==> config.mk <==
export PLATFORM = sky130hd
export DESIGN_NAME = muldiv_arbiter_flat
export DESIGN_NICKNAME = d
export VERILOG_FILES = /design/src/rtl/muldiv_arbiter_if.sv /design/src/rtl/muldiv_arbiter.sv /design/src/flat_wrapper.sv
export SDC_FILE = /design/constraint.sdc
export NUM_CORES = 1
export LEC_CHECK = 0
export BUFFER_PORTS_ARGS = -buffer_cell sky130_fd_sc_hd__buf_2
export CAP_MARGIN = 20
export CORE_AREA = 2 2 178 180
export DETAILED_ROUTE_END_ITERATION = 12
export DIE_AREA = 0 0 180 182
export PLACE_DENSITY = 0.62
export SLEW_MARGIN = 20
export SYNTH_ARGS = -nofsm -noshare
export SYNTH_HDL_FRONTEND = slang
export SYNTH_SLANG_ARGS = --single-unit
==> constraint.sdc <==
create_clock -name clk -period 2.6 [get_ports clk]
set_input_delay 0.26 -clock clk [delete_from_list [all_inputs] [get_ports clk]]
set_output_delay 0.26 -clock clk [all_outputs]
set_load 0.02 [all_outputs]
==> src/rtl/muldiv_arbiter_if.sv <==
// Request, unit-issue and writeback signals of the shared MUL/DIV arbiter.
// slave is the arbiter's view; master is the pipeline/unit view.
interface muldiv_arbiter_if #(
    parameter int N_HARTS    = 4,
    parameter int HART_ID_W  = 2,
    parameter int XLEN       = 32,
    parameter int REG_ADDR_W = 5,
    parameter int OP_W       = 3
);
    logic [N_HARTS-1:0]            req_valid;
    logic [N_HARTS*OP_W-1:0]       req_op;
    logic [N_HARTS*XLEN-1:0]       req_a;
    logic [N_HARTS*XLEN-1:0]       req_b;
    logic [N_HARTS*REG_ADDR_W-1:0] req_rd;
    logic [N_HARTS-1:0]            req_ready;
    logic [N_HARTS-1:0]            hart_pending;
    logic                          mdu_valid;
    logic [OP_W-1:0]               mdu_op;
    logic [XLEN-1:0]               mdu_a;
    logic [XLEN-1:0]               mdu_b;
    logic [HART_ID_W-1:0]          mdu_hart_id;
    logic [REG_ADDR_W-1:0]         mdu_rd;
    logic                          mdu_busy;
    logic                          mdu_done;
    logic [XLEN-1:0]               mdu_result;
    logic [HART_ID_W-1:0]          mdu_done_hart_id;
    logic [REG_ADDR_W-1:0]         mdu_done_rd;
    logic                          wb_valid;
    logic [HART_ID_W-1:0]          wb_hart_id;
    logic [REG_ADDR_W-1:0]         wb_rd;
    logic [XLEN-1:0]               wb_data;
    logic                          arb_err;

    modport slave (
        input  req_valid, req_op, req_a, req_b, req_rd,
        input  mdu_busy, mdu_done, mdu_result, mdu_done_hart_id, mdu_done_rd,
        output req_ready, hart_pending,
        output mdu_valid, mdu_op, mdu_a, mdu_b, mdu_hart_id, mdu_rd,
        output wb_valid, wb_hart_id, wb_rd, wb_data, arb_err
    );

    modport master (
        output req_valid, req_op, req_a, req_b, req_rd,
        output mdu_busy, mdu_done, mdu_result, mdu_done_hart_id, mdu_done_rd,
        input  req_ready, hart_pending,
        input  mdu_valid, mdu_op, mdu_a, mdu_b, mdu_hart_id, mdu_rd,
        input  wb_valid, wb_hart_id, wb_rd, wb_data, arb_err
    );
endinterface

==> src/rtl/muldiv_arbiter.sv <==
// Round-robin arbiter sharing one multi-cycle MUL/DIV unit among harts.
// Define MULDIV_ARB_TIMEOUT_EN to add a WAIT watchdog of TIMEOUT cycles.
module muldiv_arbiter #(
    parameter int N_HARTS    = 4,
    parameter int HART_ID_W  = 2,
    parameter int XLEN       = 32,
    parameter int REG_ADDR_W = 5,
    parameter int OP_W       = 3,
    parameter int TIMEOUT    = 64
) (
    input logic             clk,
    input logic             rst_n,
    muldiv_arbiter_if.slave bus
);
    // state | meaning
    // IDLE  | arbitrating; req_ready may be asserted
    // ISSUE | mdu_valid pulse with the captured operands
    // WAIT  | operation in flight, waiting for mdu_done
    typedef enum logic [1:0] {IDLE = 2'd0, ISSUE = 2'd1, WAIT = 2'd2} state_t;

    state_t                  state;
    state_t                  state_nxt;
    logic [HART_ID_W-1:0]    ptr;
    logic [HART_ID_W-1:0]    ptr_nxt;
    logic [HART_ID_W-1:0]    grant_id;
    logic [N_HARTS-1:0]      grant_vec;
    logic [N_HARTS-1:0]      eligible;
    logic [N_HARTS-1:0]      pending;
    logic                    grant_any;
    logic                    timeout_hit;
    logic                    op_end;
    logic [OP_W-1:0]         cap_op;
    logic [XLEN-1:0]         cap_a;
    logic [XLEN-1:0]         cap_b;
    logic [HART_ID_W-1:0]    cap_hart;
    logic [REG_ADDR_W-1:0]   cap_rd;
    logic                    wb_valid;
    logic [HART_ID_W-1:0]    wb_hart_id;
    logic [REG_ADDR_W-1:0]   wb_rd;
    logic [XLEN-1:0]         wb_data;
    logic                    arb_err;

    if ((2 ** HART_ID_W) < N_HARTS || TIMEOUT < 1) begin : g_bad_cfg
        $error("muldiv_arbiter: HART_ID_W too narrow or TIMEOUT < 1");
    end

    assign eligible = bus.req_valid & ~pending;

    // Search starts at ptr and wraps, so the first match is the round-robin winner.
    always_comb begin
        int idx;
        idx       = 0;
        grant_vec = '0;
        grant_id  = '0;
        grant_any = 1'b0;
        if (state == IDLE && !bus.mdu_busy) begin
            for (int i = 0; i < N_HARTS; i++) begin
                idx = int'(ptr) + i;
                if (idx >= N_HARTS) idx = idx - N_HARTS;
                if (!grant_any && eligible[HART_ID_W'(idx)]) begin
                    grant_any = 1'b1;
                    grant_id  = HART_ID_W'(idx);
                end
            end
            if (grant_any) grant_vec[grant_id] = 1'b1;
        end
    end

    assign ptr_nxt = (grant_id == HART_ID_W'(N_HARTS - 1)) ? '0 : grant_id + 1'b1;
    assign op_end  = (state == WAIT) && (bus.mdu_done || timeout_hit);

`ifdef MULDIV_ARB_TIMEOUT_EN
    localparam int TMR_W = $clog2(TIMEOUT + 1);
    logic [TMR_W-1:0] tmr;

    always_ff @(posedge clk or negedge rst_n) begin
        if (!rst_n) begin
            tmr <= '0;
        end else if (state == ISSUE) begin
            tmr <= TMR_W'(TIMEOUT - 1);
        end else if (state == WAIT && tmr != '0) begin
            tmr <= tmr - 1'b1;
        end
    end

    assign timeout_hit = (state == WAIT) && (tmr == '0) && !bus.mdu_done;
`else
    assign timeout_hit = 1'b0;
`endif

    always_ff @(posedge clk or negedge rst_n) begin
        if (!rst_n) state <= IDLE;
        else        state <= state_nxt;
    end

    always_comb begin
        state_nxt = state;
        unique case (state)
            IDLE:    if (grant_any) state_nxt = ISSUE;
            ISSUE:   state_nxt = WAIT;
            WAIT:    if (op_end) state_nxt = IDLE;
            default: state_nxt = IDLE;
        endcase
    end

    always_comb begin
        bus.req_ready = grant_vec;
        bus.mdu_valid = (state == ISSUE);
    end

    always_ff @(posedge clk or negedge rst_n) begin
        if (!rst_n) begin
            ptr        <= '0;
            pending    <= '0;
            cap_op     <= '0;
            cap_a      <= '0;
            cap_b      <= '0;
            cap_hart   <= '0;
            cap_rd     <= '0;
            wb_valid   <= 1'b0;
            wb_hart_id <= '0;
            wb_rd      <= '0;
            wb_data    <= '0;
            arb_err    <= 1'b0;
        end else begin
            wb_valid <= 1'b0;
            if (grant_any) begin
                ptr      <= ptr_nxt;
                pending  <= grant_vec;
                cap_op   <= bus.req_op[grant_id*OP_W +: OP_W];
                cap_a    <= bus.req_a[grant_id*XLEN +: XLEN];
                cap_b    <= bus.req_b[grant_id*XLEN +: XLEN];
                cap_rd   <= bus.req_rd[grant_id*REG_ADDR_W +: REG_ADDR_W];
                cap_hart <= grant_id;
            end
            // Writeback tags come from the capture, never from the unit.
            if (op_end) begin
                wb_valid   <= 1'b1;
                wb_hart_id <= cap_hart;
                wb_rd      <= cap_rd;
                wb_data    <= bus.mdu_done ? bus.mdu_result : '0;
                pending    <= '0;
                if (timeout_hit || bus.mdu_done_hart_id != cap_hart || bus.mdu_done_rd != cap_rd)
                    arb_err <= 1'b1;
            end
            if (bus.mdu_done && state != WAIT) arb_err <= 1'b1;
        end
    end

    assign bus.hart_pending = pending;
    assign bus.mdu_op       = cap_op;
    assign bus.mdu_a        = cap_a;
    assign bus.mdu_b        = cap_b;
    assign bus.mdu_hart_id  = cap_hart;
    assign bus.mdu_rd       = cap_rd;
    assign bus.wb_valid     = wb_valid;
    assign bus.wb_hart_id   = wb_hart_id;
    assign bus.wb_rd        = wb_rd;
    assign bus.wb_data      = wb_data;
    assign bus.arb_err      = arb_err;
endmodule

==> src/flat_wrapper.sv <==
// flat-port wrapper written by rule: the top's interface ports become plain ports
module muldiv_arbiter_flat 
#(
    parameter int N_HARTS    = 4,
    parameter int HART_ID_W  = 2,
    parameter int XLEN       = 32,
    parameter int REG_ADDR_W = 5,
    parameter int OP_W       = 3,
    parameter int TIMEOUT    = 64
)
  (clk, rst_n, bus_req_valid, bus_req_op, bus_req_a, bus_req_b, bus_req_rd, bus_mdu_busy, bus_mdu_done, bus_mdu_result, bus_mdu_done_hart_id, bus_mdu_done_rd, bus_req_ready, bus_hart_pending, bus_mdu_valid, bus_mdu_op, bus_mdu_a, bus_mdu_b, bus_mdu_hart_id, bus_mdu_rd, bus_wb_valid, bus_wb_hart_id, bus_wb_rd, bus_wb_data, bus_arb_err);
  muldiv_arbiter_if #(.N_HARTS(N_HARTS), .HART_ID_W(HART_ID_W), .XLEN(XLEN), .REG_ADDR_W(REG_ADDR_W), .OP_W(OP_W)) bus_i ();
  input logic clk;
  input logic rst_n;
  input wire logic [$bits(bus_i.req_valid)-1:0] bus_req_valid;
  input wire logic [$bits(bus_i.req_op)-1:0] bus_req_op;
  input wire logic [$bits(bus_i.req_a)-1:0] bus_req_a;
  input wire logic [$bits(bus_i.req_b)-1:0] bus_req_b;
  input wire logic [$bits(bus_i.req_rd)-1:0] bus_req_rd;
  input wire logic [$bits(bus_i.mdu_busy)-1:0] bus_mdu_busy;
  input wire logic [$bits(bus_i.mdu_done)-1:0] bus_mdu_done;
  input wire logic [$bits(bus_i.mdu_result)-1:0] bus_mdu_result;
  input wire logic [$bits(bus_i.mdu_done_hart_id)-1:0] bus_mdu_done_hart_id;
  input wire logic [$bits(bus_i.mdu_done_rd)-1:0] bus_mdu_done_rd;
  output wire logic [$bits(bus_i.req_ready)-1:0] bus_req_ready;
  output wire logic [$bits(bus_i.hart_pending)-1:0] bus_hart_pending;
  output wire logic [$bits(bus_i.mdu_valid)-1:0] bus_mdu_valid;
  output wire logic [$bits(bus_i.mdu_op)-1:0] bus_mdu_op;
  output wire logic [$bits(bus_i.mdu_a)-1:0] bus_mdu_a;
  output wire logic [$bits(bus_i.mdu_b)-1:0] bus_mdu_b;
  output wire logic [$bits(bus_i.mdu_hart_id)-1:0] bus_mdu_hart_id;
  output wire logic [$bits(bus_i.mdu_rd)-1:0] bus_mdu_rd;
  output wire logic [$bits(bus_i.wb_valid)-1:0] bus_wb_valid;
  output wire logic [$bits(bus_i.wb_hart_id)-1:0] bus_wb_hart_id;
  output wire logic [$bits(bus_i.wb_rd)-1:0] bus_wb_rd;
  output wire logic [$bits(bus_i.wb_data)-1:0] bus_wb_data;
  output wire logic [$bits(bus_i.arb_err)-1:0] bus_arb_err;
  assign bus_i.req_valid = bus_req_valid;
  assign bus_i.req_op = bus_req_op;
  assign bus_i.req_a = bus_req_a;
  assign bus_i.req_b = bus_req_b;
  assign bus_i.req_rd = bus_req_rd;
  assign bus_i.mdu_busy = bus_mdu_busy;
  assign bus_i.mdu_done = bus_mdu_done;
  assign bus_i.mdu_result = bus_mdu_result;
  assign bus_i.mdu_done_hart_id = bus_mdu_done_hart_id;
  assign bus_i.mdu_done_rd = bus_mdu_done_rd;
  assign bus_req_ready = bus_i.req_ready;
  assign bus_hart_pending = bus_i.hart_pending;
  assign bus_mdu_valid = bus_i.mdu_valid;
  assign bus_mdu_op = bus_i.mdu_op;
  assign bus_mdu_a = bus_i.mdu_a;
  assign bus_mdu_b = bus_i.mdu_b;
  assign bus_mdu_hart_id = bus_i.mdu_hart_id;
  assign bus_mdu_rd = bus_i.mdu_rd;
  assign bus_wb_valid = bus_i.wb_valid;
  assign bus_wb_hart_id = bus_i.wb_hart_id;
  assign bus_wb_rd = bus_i.wb_rd;
  assign bus_wb_data = bus_i.wb_data;
  assign bus_arb_err = bus_i.arb_err;
  muldiv_arbiter #(.N_HARTS(N_HARTS), .HART_ID_W(HART_ID_W), .XLEN(XLEN), .REG_ADDR_W(REG_ADDR_W), .OP_W(OP_W), .TIMEOUT(TIMEOUT)) u_core (.clk(clk), .rst_n(rst_n), .bus(bus_i));
endmodule
* Word-level counts from Yosys, hierarchy flattened
Index checks and enable logic that the tools add are counted.
** Storage, ports and cells
- Bits in writable memories :: 0
- Memory bits (read-only) :: 0
- Bits in latches :: 0
- Memories kept :: 0
- Logic and storage cells :: 115
- Input port bits :: 335
- Output and inout bits :: 124
- Register bits after elaboration :: 123
** Cells by class
- Eq/ne operators :: 8
- Div/mod/pow operators :: 0
- Shift-type cells :: 4
- Bitwise logic cells :: 2
- Reduce and logical (&&, ||, !) cells :: 18
- Multiplexer cells :: 50
- $add $sub $neg :: 8
- Order comparisons :: 10
- Multiply operators :: 2
** Operators by type and width (count)
- $shiftx A128 B8 Y32 :: 2
- $mux W2 :: 17
- $mux W32 :: 1
- $mux W1 :: 22
- $shiftx A20 B6 Y5 :: 1
- $lt A2 B4 Y1 const B :: 4
- $mux W4 :: 4
- $shiftx A12 B5 Y3 :: 1
- $ge A3 B3 Y1 const B :: 3
- $bmux W1 S2 :: 4
- $sub A2 B1 Y2 const B :: 4
- $logic_and A1 B1 Y1 :: 7
- $add A2 B2 Y3 const B :: 2
- $pmux W2 S3 :: 1
- $reduce_bool A2 Y1 :: 3
- $mul A2 B3 Y5 const B :: 1
- $ne A5 B5 Y1 :: 1
- $and A4 B4 Y4 :: 1
- $eq A2 B2 Y1 const B :: 2
- $logic_not A1 Y1 :: 4
- $mul A2 B2 Y4 const B :: 1
- $ne A2 B1 Y1 const B :: 2
- $not A4 Y4 :: 1
- $reduce_and A2 Y1 :: 2
- other kinds (11) :: 11

* Logic depth before layout (Yosys ltp)
- Depth after elaboration :: 28
- Gate-level depth with buffers :: 8
- Gate-level depth less buffers :: 5

* Worst setup path before layout
OpenSTA, ideal clock, no wires.
- Kind :: reg2out
- Start point :: register u_core.pending[1], in the netlist u_core.bus.hart_pending[1]
- End point :: output bus_req_ready[3]
- Stages on the path, launching flop included :: 8
- Data required time :: 2.340 ns
- Data arrival time :: 1.890 ns
- Setup slack :: 0.450 ns
- Path through :: dfrtp_1 -> nand2b_4 -> a22o_1 -> a211o_1 -> buf_2 -> buf_6 -> or3_4 -> inv_1
** Between the ends
- Word-level cells in the longest chain between the ends :: 25
** Ends and longest elaborated chain
- start: declaration :: RTL line muldiv_arbiter.sv:28 : logic [N_HARTS-1:0] pending;
- start signal: assignment :: RTL line muldiv_arbiter.sv:129 : pending <= grant_vec;
- $not A4 Y4 * :: RTL line muldiv_arbiter.sv:47 : assign eligible = bus.req_valid & ~pending;
- $and A4 B4 Y4 * :: RTL line muldiv_arbiter.sv:47
- $bmux W1 S2 :: RTL line muldiv_arbiter.sv:60 : if (!grant_any && eligible[HART_ID_W'(idx)]) begin
- $mux W1 (implied by the code) (2 in a row) :: RTL line muldiv_arbiter.sv:60
- $mux W1 :: RTL line muldiv_arbiter.sv:60
- $mux W1 :: RTL line muldiv_arbiter.sv:56 : if (state == IDLE && !bus.mdu_busy) begin
- $logic_not A1 Y1 :: RTL line muldiv_arbiter.sv:60
- $logic_and A1 B1 Y1 :: RTL line muldiv_arbiter.sv:60
- [8 not listed]
- $mux W2 :: RTL line muldiv_arbiter.sv:60
- $mux W2 :: RTL line muldiv_arbiter.sv:56
- $lt A2 B3 Y1 (implied by the code) or $ge A2 B1 Y1 (tied branches) :: RTL line muldiv_arbiter.sv:65 : if (grant_any) grant_vec[grant_id] = 1'b1;
- $logic_and A1 B1 Y1 (implied by the code) :: RTL line muldiv_arbiter.sv:65
- $mux W1 (implied by the code) :: RTL line muldiv_arbiter.sv:65
- $demux W1 S2
- $mux W4 * :: RTL line muldiv_arbiter.sv:65
- $mux W4 * :: RTL line muldiv_arbiter.sv:56
- end: declaration :: RTL line flat_wrapper.sv:25 : output wire logic [$bits(bus_i.req_ready)-1:0] bus_req_ready;
Every way passes the cells marked *; elsewhere a longest branch is shown, timed or not. The select of a mux whose other input is x is not followed.

* Worst setup path in the final report
Ends and elaborated chain as after synthesis.

==> results.py <==
metrics = {
    "status": {
        "status": "completed",
    },
    "global_routing": {
        "grt_pass1_vias": 9985,
        "overflow": 0,
        "grt_usage_pct": 22.05,
        "grt_max_degree": 115,
        "grt_pass1_wl_um": 56930,
        "antenna_found_initial": 8,
    },
    "layout": {
        "fillers": 3174,
        "register_area_mm2": 0.003078,
        "drive_gt1_share_pct": 41.53,
        "postLayoutCoreUtil_pct": 39.89,
        "areaGrowthSynthToFinish_pct": 37.23,
        "final_nets": 1803,
        "multi_input_area_mm2": 0.005296,
    },
    "cts": {
        "tritoncts": "built",
        "numCtsBuffers": 17,
        "htree_levels": 4,
        "clockBufferDepth": 2,
        "root_buffer": "clkbuf_16",
        "clkSinkCount": 123,
        "worstSkewPairLatency_ns": 0.42,
        "clk_pin_slew_worst_paths_ns": 0.06,
    },
    "power_and_ir_drop": {
        "p_leak_nw": 5.569,
        "power.density_mw_per_mm2": 1250,
        "ir_drop_v": 0.0006452,
    },
    "place": {
        "globalplace.congestion": 0.8436,
        "hpwl_um": 26620,
        "numPortBuffers": 458,
    },
    "sta": {
        "finalHoldViolCount": 0,
        "fin_tns_setup_ns": 0,
        "rsz0062_at_grt": "no",
        "period_needed_ns": 2.491,
        "period_share_pct": 95.80,
        "drv_slew": 0,
        "worst_pin_slew_ns": 0.9375,
        "skew_ns": 0.009206,
        "slew_headroom_pct": 37.50,
        "setup-violations-final": 0,
        "fmax_ghz": 0.4015,
    },
    "drt": {
        "via_count": 10030,
        "drc": 0,
        "wl_per_cell_um": 19.84,
        "drt-pass1-iter-count": 5,
        "wl_um": 37440,
        "ant_nets": 0,
        "drt_iter0_markers": 595,
        "avgViaCountPerCell": 5.313,
    },
    "worst_setup_path": {
        "r2r_end": "u_core.bus.mdu_b[21]",
        "r2r_start": "u_core.bus.hart_pending[2]",
        "cp-start-kind": "register",
        "crit_path_max_fanout": 4,
        "cp-startpoint": "u_core.bus.hart_pending[1]",
        "setup.worst_path.end_class": "output port",
        "worstPathArrival_ns": 2.23,
        "r2r_setup_slack_ns": 0.35,
        "crit_type": "reg -> out",
        "reg2reg_depth": 7,
        "cp_data_required_time_ns": 2.34,
    },
    "die": {
        "core_mm2": 0.03099,
        "start_util_pct": 29.07,
        "num_rows": 65,
        "dieArea_mm2": 0.03276,
        "dieHeight_um": 182,
        "die_w_um": 180,
        "ios": 459,
    },
    "logic_synthesis": {
        "avgSynthCellArea_um2": 8.348,
        "synth.distinct_cells": 43,
        "yosys_warnings": 0,
        "netlist_area_mm2": 0.009007,
        "synthCells": 1079,
        "ys_seq_area_share_pct": 34.17,
        "ys_ff_latch": 123,
        "synth_fp_nets": 1414,
    },
    "min_path": {
        "holdPathStages": 3,
        "min_to": "u_core.bus.wb_data[5]",
        "min_path_type": "in -> reg",
        "min_from": "bus_mdu_result[5]",
    },
    "flow_run": {
        "cap_violations": 0,
    },
}
## critical path, cell delays in order (launching register included)
cell	delay, ns
dfrtp_1	0.41
nand2b_4	0.15
a22o_1	0.28
a211o_4	0.37
or3_4	0.35
inv_1	0.07
clkbuf_4	0.18
## sequential cells by signal, indices dropped and copies added, names as in the netlist, 2 cells and up
signal                   flops
u_core.bus.hart_pending      4
u_core.bus.mdu_a            32
u_core.bus.mdu_b            32
u_core.bus.mdu_hart_id       2
u_core.bus.mdu_op            3
u_core.bus.mdu_rd            5
u_core.bus.wb_data          32
u_core.bus.wb_hart_id        2
u_core.bus.wb_rd             5
u_core.ptr                   2
u_core.state                 2
## per-layer routing
metal | vias up | share of wire, % | GRT usage, % | routed length, µm
li1 | 4693 | - | - | -
met1 | 4832 | 41 | 26.91 | 15370
met2 | 430 | 49 | 37.59 | 18520
met3 | 64 | 6.7 | 4.773 | 2491
met4 | 6 | 2.7 | 9.268 | 1014
met5 | - | 0.11 | 0 | 41
## power breakdown
| group | switching, mW | internal, mW | total (mW) |
|---|---|---|---|
| Sequential | 0.596 | 2.85 | 3.45 |
| Combinational | 5.93 | 3.42 | 9.35 |
| Clock | 1.01 | 1.64 | 2.65 |
## cells in the mapped netlist
cell,instances,area (µm²)
inv_2,1,3.750
nor2b_1,2,12.51
nand2b_4,1,13.76
and2_4,1,8.760
a211oi_2,1,12.51
a311oi_1,2,17.52
and2_1,1,6.260
o31ai_2,1,12.51
buf_2,31,155.2
mux2i_1,72,720.7
o21a_1,2,15.01
inv_1,4,15.01
a21o_1,1,7.510
dfrtp_1,123,3078
a211oi_1,144,1081
nor3_1,2,10.01
clkbuf_1,79,296.5
nand2_1,271,1017
nor2_1,72,270.3
a22o_1,1,8.760
a21oi_1,2,10.01
nand4bb_1,1,11.26
buf_4,3,22.52
a21boi_2,1,11.26
o21bai_1,1,7.510
clkinv_1,1,3.750
a41o_1,1,10.01
xor2_1,7,61.31
o21ai_0,146,730.7
xnor2_1,1,8.760
or2_2,1,6.260
nor2b_2,1,8.760
o21ai_4,1,16.27
or3_1,1,6.260
a311oi_2,70,1051
nand3_1,2,10.01
a21oi_2,1,8.760
nor4_1,2,12.51
a21oi_4,1,16.27
a211o_1,1,8.760
buf_6,16,180.2
or3_4,1,11.26
nand2b_1,5,31.28
## placed cells by master (no fill, tap or decap), types with 2 or more instances in the layout
master	netlist	final
dfrtp_1	123	123
xor2_1	7	7
inv_1	4	4
inv_6	0	2
a21oi_1	2	2
buf_12	0	16
nand2b_1	5	3
a311oi_1	2	2
nor4_1	2	2
a211oi_1	144	144
a311oi_2	70	70
clkbuf_16	0	17
nand2_1	271	271
nor2_1	72	72
clkinv_4	0	4
mux2i_1	72	72
nand3_1	2	2
nand2b_4	1	3
nor3_1	2	2
o21a_1	2	2
nor2b_1	2	2
or3_4	1	2
o21ai_0	146	146
clkinvlp_4	0	3
buf_4	3	24
buf_2	31	456
bufinv_16	0	4
diode_2	0	4
## logic make-up (layout without fill, tap and decap cells)
family	Yosys count	after routing	synth area share (%)
AO/OA/AOI/OAI	377	377	33.59
AND/OR/NAND/NOR	364	364	15.95
buffers and inverters	135	537	7.515
flip-flops	123	123	34.17
multiplexers	72	72	8.001
XOR/XNOR	8	8	0.7779
other	0	4	0
## cell type report
| cell class | instances | area share [%] |
|---|---|---|
| Multi-Input combinational cell | 821 | 42.85 |
| Clock inverter | 13 | 1.549 |
| Tap cell | 402 | 4.069 |
| Inverter | 6 | 0.2227 |
| Clock buffer | 19 | 3.583 |
| Antenna cell | 4 | 0.08098 |
| Timing Repair Buffer | 499 | 22.75 |
| Sequential cell | 123 | 24.90 |
## metrics by stage
step | cells | hold WS [ns] | setup slack, ns | total power [mW] | instance area (µm²)
6_report | 1887 | 0.03255 | 0.1093 | 15.45 | 12360
5_1_grt | 1887 | 0.01953 | 0.01024 | 16.42 | 12360
4_1_cts | 1879 | 0.01169 | 0.005308 | 15.54 | 12320
3_5_place_dp | 1844 | 0.2505 | 0.3646 | 12.79 | 11650
3_3_place_gp | 1844 | 0.2490 | 0.4048 | 12.65 | 11650
2_1_floorplan | 1079 | -0.03559 | 0.4504 | 9.732 | 9007
## worst max path at each step
stage | endpoint | slack [ns]
after floorplan | bus_req_ready[3] | 0.45
after global placement | bus_req_ready[3] | 0.40
after detailed placement | u_core.bus.mdu_b[2] | 0.36
after CTS | bus_req_ready[1] | 0.005
after global routing | bus_req_ready[2] | 0.01
final | bus_req_ready[3] | 0.11
## repair_timing
action,4_1_cts,5_1_grt
endpoints found under the hold margin,43,0
setup endpoints to repair,3,2
gates resized for setup,1,1
gates cloned,0,0
pin swaps,1,1
buffers inserted,2,4
hold buffers,1,0
Power figures use the tool's default switching activity.
